$ cat src/rtl/spi_slave_regs.sv
// rtl/spi_slave_regs.sv - SPI slave (modes 0-3) with an 8x8 register file; cmd byte then data byte.
// Define SPI_SLV_AUTOINC_EN to keep streaming data bytes to successive addresses within one frame.
`timescale 1ns/1ps
module spi_slave_regs (
  input  logic       clk,
  input  logic       reset,
  input  logic       sclk,
  input  logic       cs_bar,
  input  logic       MOSI,
  output logic       MISO,
  output logic       miso_oe,
  input  logic [1:0] MODE,
  input  logic [2:0] host_addr,
  output logic [7:0] host_rdata,
  output logic       frame_done,
  output logic       frame_err
);

  localparam logic [1:0] IDLE = 2'd0;
  localparam logic [1:0] CMD  = 2'd1;
  localparam logic [1:0] DATA = 2'd2;
  localparam logic [1:0] TAIL = 2'd3;

  logic       sclk_s1, sclk_s2, sclk_d;
  logic       cs_s1, cs_s2, cs_d;
  logic       mosi_s1, mosi_s2;
  logic [1:0] settle;
  logic       locked;

  logic [1:0] state;
  logic [2:0] bit_cnt;
  logic [1:0] mode_q;
  logic [7:0] rx_sh;
  logic [7:0] tx_sh;
  logic       rw;
  logic [2:0] addr;
  logic       byte_seen;
  logic       miso_q;
  logic [7:0] regs [8];

  logic       sclk_rise, sclk_fall, lead_edge, trail_edge;
  logic       sample_edge, shift_edge;
  logic       cs_fall, cs_rise;
  logic [7:0] rx_byte;
  logic [2:0] addr_nxt;

  assign sclk_rise   = sclk_s2 & ~sclk_d;
  assign sclk_fall   = ~sclk_s2 & sclk_d;
  assign lead_edge   = mode_q[1] ? sclk_fall : sclk_rise;
  assign trail_edge  = mode_q[1] ? sclk_rise : sclk_fall;
  assign sample_edge = mode_q[0] ? trail_edge : lead_edge;
  assign shift_edge  = mode_q[0] ? lead_edge : trail_edge;
  assign cs_fall     = cs_d & ~cs_s2;
  assign cs_rise     = ~cs_d & cs_s2;
  assign rx_byte     = {rx_sh[6:0], mosi_s2};
  assign addr_nxt    = addr + 3'd1;

  assign miso_oe    = ~cs_s2 & ~locked;
  assign MISO       = miso_q & miso_oe;
  assign host_rdata = regs[host_addr];

  // Synchronizers reset to the idle bus levels; the lockout only clears once a
  // post-reset sample of cs_bar has reached cs_s2 and shows it high.
  always_ff @(posedge clk or posedge reset) begin
    if (reset) begin
      sclk_s1 <= 1'b0;
      sclk_s2 <= 1'b0;
      sclk_d  <= 1'b0;
      cs_s1   <= 1'b1;
      cs_s2   <= 1'b1;
      cs_d    <= 1'b1;
      mosi_s1 <= 1'b0;
      mosi_s2 <= 1'b0;
      settle  <= 2'd0;
      locked  <= 1'b1;
    end else begin
      sclk_s1 <= sclk;
      sclk_s2 <= sclk_s1;
      sclk_d  <= sclk_s2;
      cs_s1   <= cs_bar;
      cs_s2   <= cs_s1;
      cs_d    <= cs_s2;
      mosi_s1 <= MOSI;
      mosi_s2 <= mosi_s1;
      if (settle != 2'd3) settle <= settle + 2'd1;
      if (settle == 2'd3 && cs_s2) locked <= 1'b0;
    end
  end

  always_ff @(posedge clk or posedge reset) begin
    if (reset) begin
      state      <= IDLE;
      bit_cnt    <= 3'd0;
      mode_q     <= 2'd0;
      rx_sh      <= 8'h00;
      tx_sh      <= 8'h00;
      rw         <= 1'b0;
      addr       <= 3'd0;
      byte_seen  <= 1'b0;
      miso_q     <= 1'b0;
      frame_done <= 1'b0;
      frame_err  <= 1'b0;
      for (int i = 0; i < 8; i++) regs[i] <= 8'h00;
    end else begin
      frame_done <= 1'b0;
      frame_err  <= 1'b0;
      if (state == IDLE) begin
        miso_q <= 1'b0;
        if (cs_fall && !locked) begin
          state     <= CMD;
          mode_q    <= MODE;
          bit_cnt   <= 3'd0;
          byte_seen <= 1'b0;
        end
      end else if (cs_rise) begin
        state     <= IDLE;
        miso_q    <= 1'b0;
        // A deselect is clean only after a whole data byte has completed.
        frame_err <= (state == CMD) ||
                     (state == DATA && (bit_cnt != 3'd0 || !byte_seen));
      end else begin
        case (state)
          CMD: begin
            if (shift_edge) miso_q <= 1'b0;
            if (sample_edge) begin
              rx_sh   <= rx_byte;
              bit_cnt <= bit_cnt + 3'd1;
              if (bit_cnt == 3'd7) begin
                rw    <= rx_byte[7];
                addr  <= rx_byte[2:0];
                tx_sh <= rx_byte[7] ? regs[rx_byte[2:0]] : 8'h00;
                state <= DATA;
              end
            end
          end
          DATA: begin
            if (shift_edge) begin
              miso_q <= tx_sh[7];
              tx_sh  <= {tx_sh[6:0], 1'b0};
            end
            if (sample_edge) begin
              rx_sh   <= rx_byte;
              bit_cnt <= bit_cnt + 3'd1;
              if (bit_cnt == 3'd7) begin
                if (!rw) regs[addr] <= rx_byte;
                frame_done <= 1'b1;
                byte_seen  <= 1'b1;
`ifdef SPI_SLV_AUTOINC_EN
                addr  <= addr_nxt;
                tx_sh <= rw ? regs[addr_nxt] : 8'h00;
`else
                state <= TAIL;
`endif
              end
            end
          end
          default: miso_q <= 1'b0;
        endcase
      end
    end
  end

endmodule

$ cat config.mk
export PLATFORM = sky130hd
export DESIGN_NAME = spi_slave_regs
export DESIGN_NICKNAME = d
export VERILOG_FILES = /design/src/rtl/spi_slave_regs.sv
export SDC_FILE = /design/constraint.sdc
export NUM_CORES = 1
export LEC_CHECK = 0
export BUFFER_PORTS_ARGS = -buffer_cell sky130_fd_sc_hd__buf_4
export CORE_UTILIZATION = 30
export DETAILED_ROUTE_END_ITERATION = 6
export HOLD_SLACK_MARGIN = 0.15
export PLACE_DENSITY_LB_ADDON = 0.1
export SETUP_SLACK_MARGIN = 0.15
export SLEW_MARGIN = 20
export SYNTH_ARGS = -nofsm -noshare
export SYNTH_HDL_FRONTEND = slang
export SYNTH_SLANG_ARGS = --single-unit
export TNS_END_PERCENT = 10
$ cat constraint.sdc
create_clock -name clk -period 3.9 [get_ports clk]
set_input_delay 0.195 -clock clk [delete_from_list [all_inputs] [get_ports clk]]
set_output_delay 0.195 -clock clk [all_outputs]
set_load 0.1 [all_outputs]
* Word level (Yosys, flattened, before mapping)
Index checks and enable logic that the tools add are counted.
** Word-level totals
- Register bits after elaboration :: 105
- Output and inout port bits :: 12
** Operators by class
- Add/sub/neg operators :: 2
- Order comparisons :: 4
- Equal/unequal tests :: 16
- Multiplexer cells :: 49
- Bitwise gates (word level) :: 17
- Reductions and logical operators :: 26
** Operator list (count)
- $mux W8 :: 9
- $bwmux W64 :: 1
- $bmux W8 S3 :: 2
- $demux W8 S3 :: 1
- $mux W1 :: 21
- $reduce_and A6 Y1 :: 3
- $ne A4 B4 Y1 const B :: 4
- $pmux W8 S2 :: 1
- $mux W3 :: 5
- $mux W2 :: 7
- $ge A4 B4 Y1 const B :: 3
- $not A3 Y4 :: 3
- $reduce_and A5 Y1 :: 2
- $reduce_bool A2 Y1 :: 5
- $ne A4 B3 Y1 const B :: 2
- $not A1 Y1 :: 8
- $reduce_and A4 Y1 :: 2
- $and A1 B1 Y1 :: 6
- $ne A2 B1 Y1 const B :: 3
- $ne A2 B2 Y1 const B :: 3
- $eq A2 B2 Y1 const B :: 2
- $logic_and A1 B1 Y1 :: 4
- $lt A4 B1 Y1 const B :: 1
- $pmux W2 S2 :: 1
- other kinds (12) :: 15

* Longest topological paths before layout
Gate-level depths: netlist (run 1).
- Depth after elaboration :: 8
- Depth in mapped cells :: 9
- Depth with buffers taken out :: 7

* Worst setup path before layout (run 1)
No wires, ideal clock.
- Path type :: flip-flop to output port
- From :: register cs_s2
- To :: output port MISO
- Arrival time :: 2.621 ns
- Data required time :: 3.705 ns
- Setup slack :: 1.084 ns
- Cell stages (with the launch flop) :: 3
- Cells stage by stage :: dfstp_2 > nor2_1 > and2_1
** Between the ends
- Word-level cells in the longest chain between the ends :: 3
** RTL lines
- from (decl) :: line 25 : logic cs_s1, cs_s2, cs_d;
- from (signal assigned) :: line 81 : cs_s2 <= cs_s1;
- $not A1 Y1 :: line 58 : assign miso_oe = ~cs_s2 & ~locked;
- $and A1 B1 Y1 :: line 58
- named net miso_oe :: line 11 : output logic miso_oe,
- $and A1 B1 Y1 :: line 59 : assign MISO = miso_q & miso_oe;
- to (decl) :: line 10 : output logic MISO,
The timed path passes the listed nets, and every way through them passes these cells.

* Worst setup path after layout (run 1)
- From :: register state[1]
- To :: register regs[18] (netlist name)
** Between the ends
- Word-level cells in the longest chain between the ends :: 3
- Elaborated cells between the ends (all ways) :: 4
- Classes of those cells :: 1 x eq/ne; 1 x bitwise; 2 x reduce/logical
** RTL lines
- from (decl) :: line 30 : logic [1:0] state;
- from (signal assigned) :: line 92 : state <= IDLE;
- from (signal assigned) :: line 110 : state <= CMD;
- from (signal assigned) :: line 116 : state <= IDLE;
- $logic_not A2 Y1 :: line 107 : if (state == IDLE) begin
- $not A1 Y1 (no source line)
- $reduce_and A6 Y1 (no source line) (*)
- to (signal, indexed assignment) :: line 145 : if (!rw) regs[addr] <= rx_byte;
- to (decl) :: line 39 : logic [7:0] regs [8];
Mark *: on every way between the ends. The rest lies on a longest branch, timed or not.
A chain may end at the register's enable or synchronous reset.

==> results_dict.tcl, run 1 <==
set metrics [dict create \
    numCtsBuffers 9 \
    synth_edf_count 0 \
    crit_slowest_cell "and4b_1" \
    syn-num-nets 441 \
    fp.dieH_um 136.1 \
    fmax_ghz 0.3943 \
    reg2reg_slack_ns 1.36 \
    synth_top_area_share 0.4684 \
    synth-simple-area-share 0.09784 \
    rsz0062_at_grt "false" \
    synth_xor_area_frac 0.004637 \
    worstSetupPathType "register to register" \
    wl_um 13570 \
    layout-drive-gt1-share 0.3736 \
    slew_viol_final 0 \
    antenna_left 0 \
    power.total_mw 3.127 \
    antenna_cells 0 \
    gr-total-overflow 0 \
    clkSinkCount 105 \
    finalSetupViolCount 0 \
    core_um2 17420 \
    clk_pin_slew_ns 0.07 \
    cp.arrival_ns 2.77 \
    worstMarginPinSlew_ns 1.003 \
    hold_violations 0 \
    relSlewSlack 0.3291 \
    syn_area_um2 5396 \
    leakage_nw 2.824 \
    grt_start_max_net_pins 61 \
    finalSetupTns_ns 0 \
    cts_tree "built" \
    synthCells 420 \
    root_buffer "clkbuf_16" \
    firstDrtPassIters 4 \
    synth_top_family_by_area "multiplexers" \
    io_pins 22 \
    grt.total_usage 0.1613 \
    start_util 0.3098 \
    post-route-drc-count 0 \
    fin_util 0.3513 \
    dp_hpwl_um 8622 \
    whs_path_depth 0 \
    clkLatencyLatePin_ns 0.36 \
    vdd_drop_max_mv 0.2270 \
    critical-path-top-cell-by-count "inv_1" \
    power_density_nw_per_um2 511.1 \
    hold_class "register to register" \
    die_w_um 136.1 \
    drt-initial-drc-count 257 \
    viasPerCell 5.158 \
    place_congestion 0.7450 \
    hold_end "mosi_s2$_DFF_PP0_" \
    timing.final.crit_period_ns 2.536 \
    yosysSeqAreaShare 0.4878 \
    row_count 48 \
    reg2reg_from "state[1]$_DFFE_PP0P_" \
    status "finished clean" \
    fin_skew_ns 0.007965 \
    async_flop_share 1.000 \
    yosysTopAreaCell "dfrtp_1" \
    path_delay_family "simple AND/OR/NAND/NOR gates" \
    synthToLayoutAreaGrowth_pct 13.38 \
    critPathRequiredTime_ns 4.14 \
    synth.area.mux_share 0.3035 \
    synth_area_per_cell_um2 12.85 \
    grt_pass1_vias 3379 \
    critPathMaxFanout 8 \
    grt_pass1_wl_um 21320 \
    critical_path_buf_inv_count 2 \
    vias 3425 \
    finalCritPeriodShare 0.6503 \
    synthAdderAreaFrac 0.02550 \
    die_area_um2 18530 \
    clock_path_buffers 2 \
    final_nets 455 \
    synth_warnings 0 \
    ys_seq_elements 105 \
    r2r_cells 7 \
    port_buffers 21 \
    grt_antenna_before_repair 0 \
    htree_levels 3 \
    crit_path_end_kind "register" \
    cp-start-kind "register" \
    regToRegEndpoint "regs[18]$_DFFE_PP0P_" \
    synth-compound-area-share 0.05286 \
    max_stage_delay_ns 0.53 \
    min_from "mosi_s1$_DFF_PP0_" \
    yosysUniqueCellTypes 46 \
    yosys-top-cells-area "dfrtp_1 47%, mux2_2 19%, mux4_2 6.7%" \
    cts_setup_buffers 0 \
    cap_violations 0 \
    path_cells "inv_1 > ha_1 > inv_1 > nand2_1 > nor2_1 > and4b_1 > mux2_2" \
    wire_per_inst_um 20.44 \
    synthFlopType "dfrtp_1" \
    post_cts_resized 0 \
]
-- logic make-up after synthesis --
family                     after synthesis
muxes                                  132
buffers and inverters                   37
and+or+nand+nor                         92
DFF                                    105
AOI/OAI and AO/OA                       41
adders and majority gates               11
xor gates and xnor gates                 2
-- sequential cells by signal, indices dropped and copies added, names as in the netlist, 2 cells and up --
signal   count
tx_sh        8
addr         3
regs        64
rx_sh        7
state        2
settle       2
mode_q       2
bit_cnt      3
-- synth_stat cells, types with 8 or more instances --
library cell  instances
ha_1                 11
nor2_1               21
dfrtp_1             101
inv_1                 9
nand2_1              21
clkbuf_1             13
a22oi_1               8
mux4_2               16
mux2i_1              25
a31oi_1               9
mux2_2               90
buf_1                 8
nor2b_1              12
nand3_1              13
-- layout make-up --
type / count / area [µm²]
inverter: 9 / 36.28
timing repair buffer: 31 / 247.7
clock inverter: 6 / 66.31
sequential: 105 / 2634
multi-input combinational: 278 / 2614
clock buffer: 10 / 239.0
tap: 225 / 281.5
fill: 1716 / 11300
-- per-layer routing --
layer	up-vias	track usage	routed length (µm)
li1	1576	-	-
met1	1770	0.2409	6825
met2	67	0.2332	6044
met3	12	0.02125	477
met4	0	0.06420	223
met5	-	0	0
-- metrics by stage --
| step | hold slack [ns] | setup WS, ns | instance area [µm²] | std cells |
|---|---|---|---|---|
| final | 0.3506 | 1.364 | 6118 | 664 |
| after global routing | 0.3659 | 1.178 | 6118 | 664 |
| after global placement | 0.3039 | 1.438 | 5753 | 642 |
| after floorplan | 0.1995 | 0.9511 | 5396 | 420 |
| after detailed placement | 0.3049 | 1.348 | 5753 | 642 |
| after CTS | 0.3518 | 1.339 | 6118 | 664 |
-- how the worst max path moves through the flow --
stage | from | endpoint | slack [ns] | depth (start not counted)
after floorplan | reset | addr[0]$_DFFE_PP0P_ | 0.95 | 1
after global placement | state[0]$_DFFE_PP0P_ | regs[19]$_DFFE_PP0P_ | 1.44 | 7
after detailed placement | state[0]$_DFFE_PP0P_ | regs[18]$_DFFE_PP0P_ | 1.35 | 7
after CTS | state[0]$_DFFE_PP0P_ | regs[18]$_DFFE_PP0P_ | 1.34 | 7
after global routing | state[0]$_DFFE_PP0P_ | regs[18]$_DFFE_PP0P_ | 1.18 | 7
final | state[1]$_DFFE_PP0P_ | regs[18]$_DFFE_PP0P_ | 1.36 | 7
-- placed cells by master (no fill, tap or decap), types with 5 or more instances in the layout --
master,instances
dfrtp_1,100
mux2_2,90
mux2i_1,25
buf_4,25
nand2_1,21
nor2_1,21
mux4_2,16
nand3_1,13
nor2b_1,12
ha_1,11
a31oi_1,9
clkbuf_16,9
a22oi_1,8
inv_1,8
a211oi_1,7
dlygate4sd3_1,6
a21oi_1,5
-- where the power goes --
part	internal [mW]	leakage, nW	switching (mW)
logic	0.314	1.28	0.477
clock network	0.517	0.141	0.438
registers	1.20	1.40	0.184
total	2.03	2.82	1.10
-- timing repair --
item,in CTS,in global routing
endpoints found under the setup margin,0,0
hold buffers,6,0
hold endpoints to repair,59,0
No activity file was read; power rests on OpenSTA's default activity.
==> run 2: changes to the inputs <==
==> constraint.sdc (replaced) <==
create_clock -name clk -period 2.15 [get_ports clk]
set_input_delay 0.1075 -clock clk [delete_from_list [all_inputs] [get_ports clk]]
set_output_delay 0.1075 -clock clk [all_outputs]
set_load 0.1 [all_outputs]
==> results_dict.tcl, run 2 (synthesis results as in run 1) <==
set metrics [dict create \
    largest_register_ffs 64 \
    die_area_um2 18530 \
    fmax_ghz 0.5012 \
    finalCritPeriodShare 0.9280 \
    cts_tree "built" \
    reg_top3 "regs (64), tx_sh (8), rx_sh (7)" \
    hold_class "register to register" \
    wl_um 13830 \
    finalSetupViolCount 0 \
    port_buffers 21 \
    layout-drive-gt1-share 0.4319 \
    cap_violations 0 \
    grt_pass1_wl_um 21630 \
    mostFrequentLayoutCells "100 x dfrtp_1, 84 x mux2_2, 47 x buf_4" \
    worstSetupPathType "register to register" \
    regMostFlops "regs" \
    path_cells "xnor2_2 > mux2i_2 > buf_6 > nor3_4 > nand4_4 > mux2_2" \
    rsz0062_at_grt "true" \
    row_count 48 \
    start_util 0.3098 \
    relSlewSlack 0.6215 \
    clock_path_buffers 2 \
    vdd_drop_max_mv 0.4591 \
    critical_path.startpoint "mode_q[0]$_DFFE_PP0P_" \
    critPathRequiredTime_ns 2.39 \
    max_stage_delay_ns 0.41 \
    drt-initial-drc-count 173 \
    critPathMaxFanout 8 \
    power.total_mw 5.877 \
    r2r_cells 6 \
    firstDrtPassIters 4 \
    slew_viol_final 0 \
    place_congestion 0.8077 \
    clk_pin_slew_ns 0.07 \
    final_common_cell "dfrtp_1" \
    vias 3492 \
    root_buffer "clkbuf_16" \
    timing.final.crit_period_ns 1.995 \
    crit_path_end_kind "register" \
    swShare 0.3417 \
    fin_area_um2 6487 \
    power_density_nw_per_um2 905.9 \
    p_clk_frac 0.282 \
    grt_start_max_net_pins 62 \
    netSwitchingPower_mw 2.008 \
    pwr-share-seq 0.415 \
    wire_per_inst_um 19.89 \
    final_nets 486 \
    fp.dieH_um 136.1 \
    htree_levels 3 \
    gr-total-overflow 0 \
    hold_ws_ns 0.3549 \
    leakage_nw 3.029 \
    grt_pass1_vias 3626 \
    reg2reg_from "mode_q[0]$_DFFE_PP0P_" \
    io_pins 22 \
    post-route-drc-count 0 \
    fin_skew_ns 0.01256 \
    reg2reg_slack_ns 0.15 \
    grt_antenna_before_repair 0 \
    endpoint "regs[37]$_DFFE_PP0P_" \
    cp.arrival_ns 2.23 \
    status "finished clean" \
    regToRegEndpoint "regs[37]$_DFFE_PP0P_" \
    synthToLayoutAreaGrowth_pct 20.22 \
    viasPerCell 5.024 \
    dp_hpwl_um 9118 \
    cp-start-kind "register" \
    antenna_left 0 \
    grt.total_usage 0.1623 \
    crit_slowest_cell "dfrtp_1" \
    clkLatencyLatePin_ns 0.36 \
    numCtsBuffers 9 \
    core_um2 17420 \
    p_int_mw 3.869 \
    die_w_um 136.1 \
    pwr-share-comb 0.303 \
    antenna_cells 0 \
    clkSinkCount 105 \
    worstMarginPinSlew_ns 0.5665 \
    dpl_cell_area_um2 5949 \
    hold_violations 0 \
]
[run 2: power groups by stage]
stage          sequential, mW  clock [mW]  combinational (mW)
2_1_floorplan            2.33           0                1.24
5_1_grt                  2.48        1.79                1.96
3_5_place_dp             2.47           0                1.69
6_report                 2.44        1.66                1.78
3_3_place_gp             2.47           0                1.69
4_1_cts                  2.44        1.73                1.73
[run 2: repair_timing]
item                                    in CTS  in global routing
gates resized for setup                      8                 18
endpoints found under the setup margin      72                 79
hold buffers                                 6                  0
setup buffers                                4                  6
hold endpoints to repair                    25                  0
pin swaps                                    3                  3
[run 2: worst min path at each step]
stage / from / end / slack [ns] / cells after the start
4_1_cts: mosi_s1$_DFF_PP0_ / mosi_s2$_DFF_PP0_ / 0.35 / 0
3_5_place_dp: reset / tx_sh[1]$_DFFE_PP0P_ / 0.20 / 2
2_1_floorplan: cs_bar / cs_s1$_DFF_PP1_ / 0.11 / 0
5_1_grt: mosi_s1$_DFF_PP0_ / mosi_s2$_DFF_PP0_ / 0.36 / 0
6_report: mosi_s1$_DFF_PP0_ / mosi_s2$_DFF_PP0_ / 0.35 / 0
3_3_place_gp: reset / tx_sh[2]$_DFFE_PP0P_ / 0.19 / 2
[run 2: per-stage QoR]
step / setup WS (ns) / util / TNS [ns] / cells
global route: 0.03900 / 0.3725 / 0 / 695
detailed placement: -0.02546 / 0.3416 / -0.2262 / 663
CTS: 0.03626 / 0.3655 / 0 / 689
global placement: 0.0005487 / 0.3416 / 0 / 663
floorplan: -0.5780 / - / -2.799 / 420
finish: 0.1547 / 0.3725 / 0 / 695
[run 2: final cells by class]
| type | instances | area (µm²) |
|---|---|---|
| clock buffer | 12 | 236.5 |
| clock inverter | 4 | 52.55 |
| fill | 1730 | 10930 |
| inverter | 9 | 37.54 |
| multi-input combinational | 278 | 2696 |
| sequential | 105 | 2634 |
| tap | 225 | 281.5 |
| timing repair buffer | 62 | 549.3 |
[run 2: routing by layer]
| metal | part of all wire | up-vias | wire length, µm | global-route usage |
|---|---|---|---|---|
| li1 | - | 1638 | - | - |
| met2 | 0.49 | 45 | 6718 | 0.2589 |
| met5 | 0 | - | 0 | 0 |
| met3 | 0.032 | 7 | 441 | 0.03691 |
| met4 | 0.0086 | 0 | 119 | 0.04630 |
| met1 | 0.47 | 1802 | 6548 | 0.2192 |
[run 2: worst max-delay path, delay by kind of cell (launching register included)]
kind | cells | cell delay [ns]
XOR/XNOR | 1 | 0.17
buffers and inverters | 1 | 0.14
flip-flops | 1 | 0.41
multiplexers | 2 | 0.53
AND/OR/NAND/NOR | 2 | 0.62
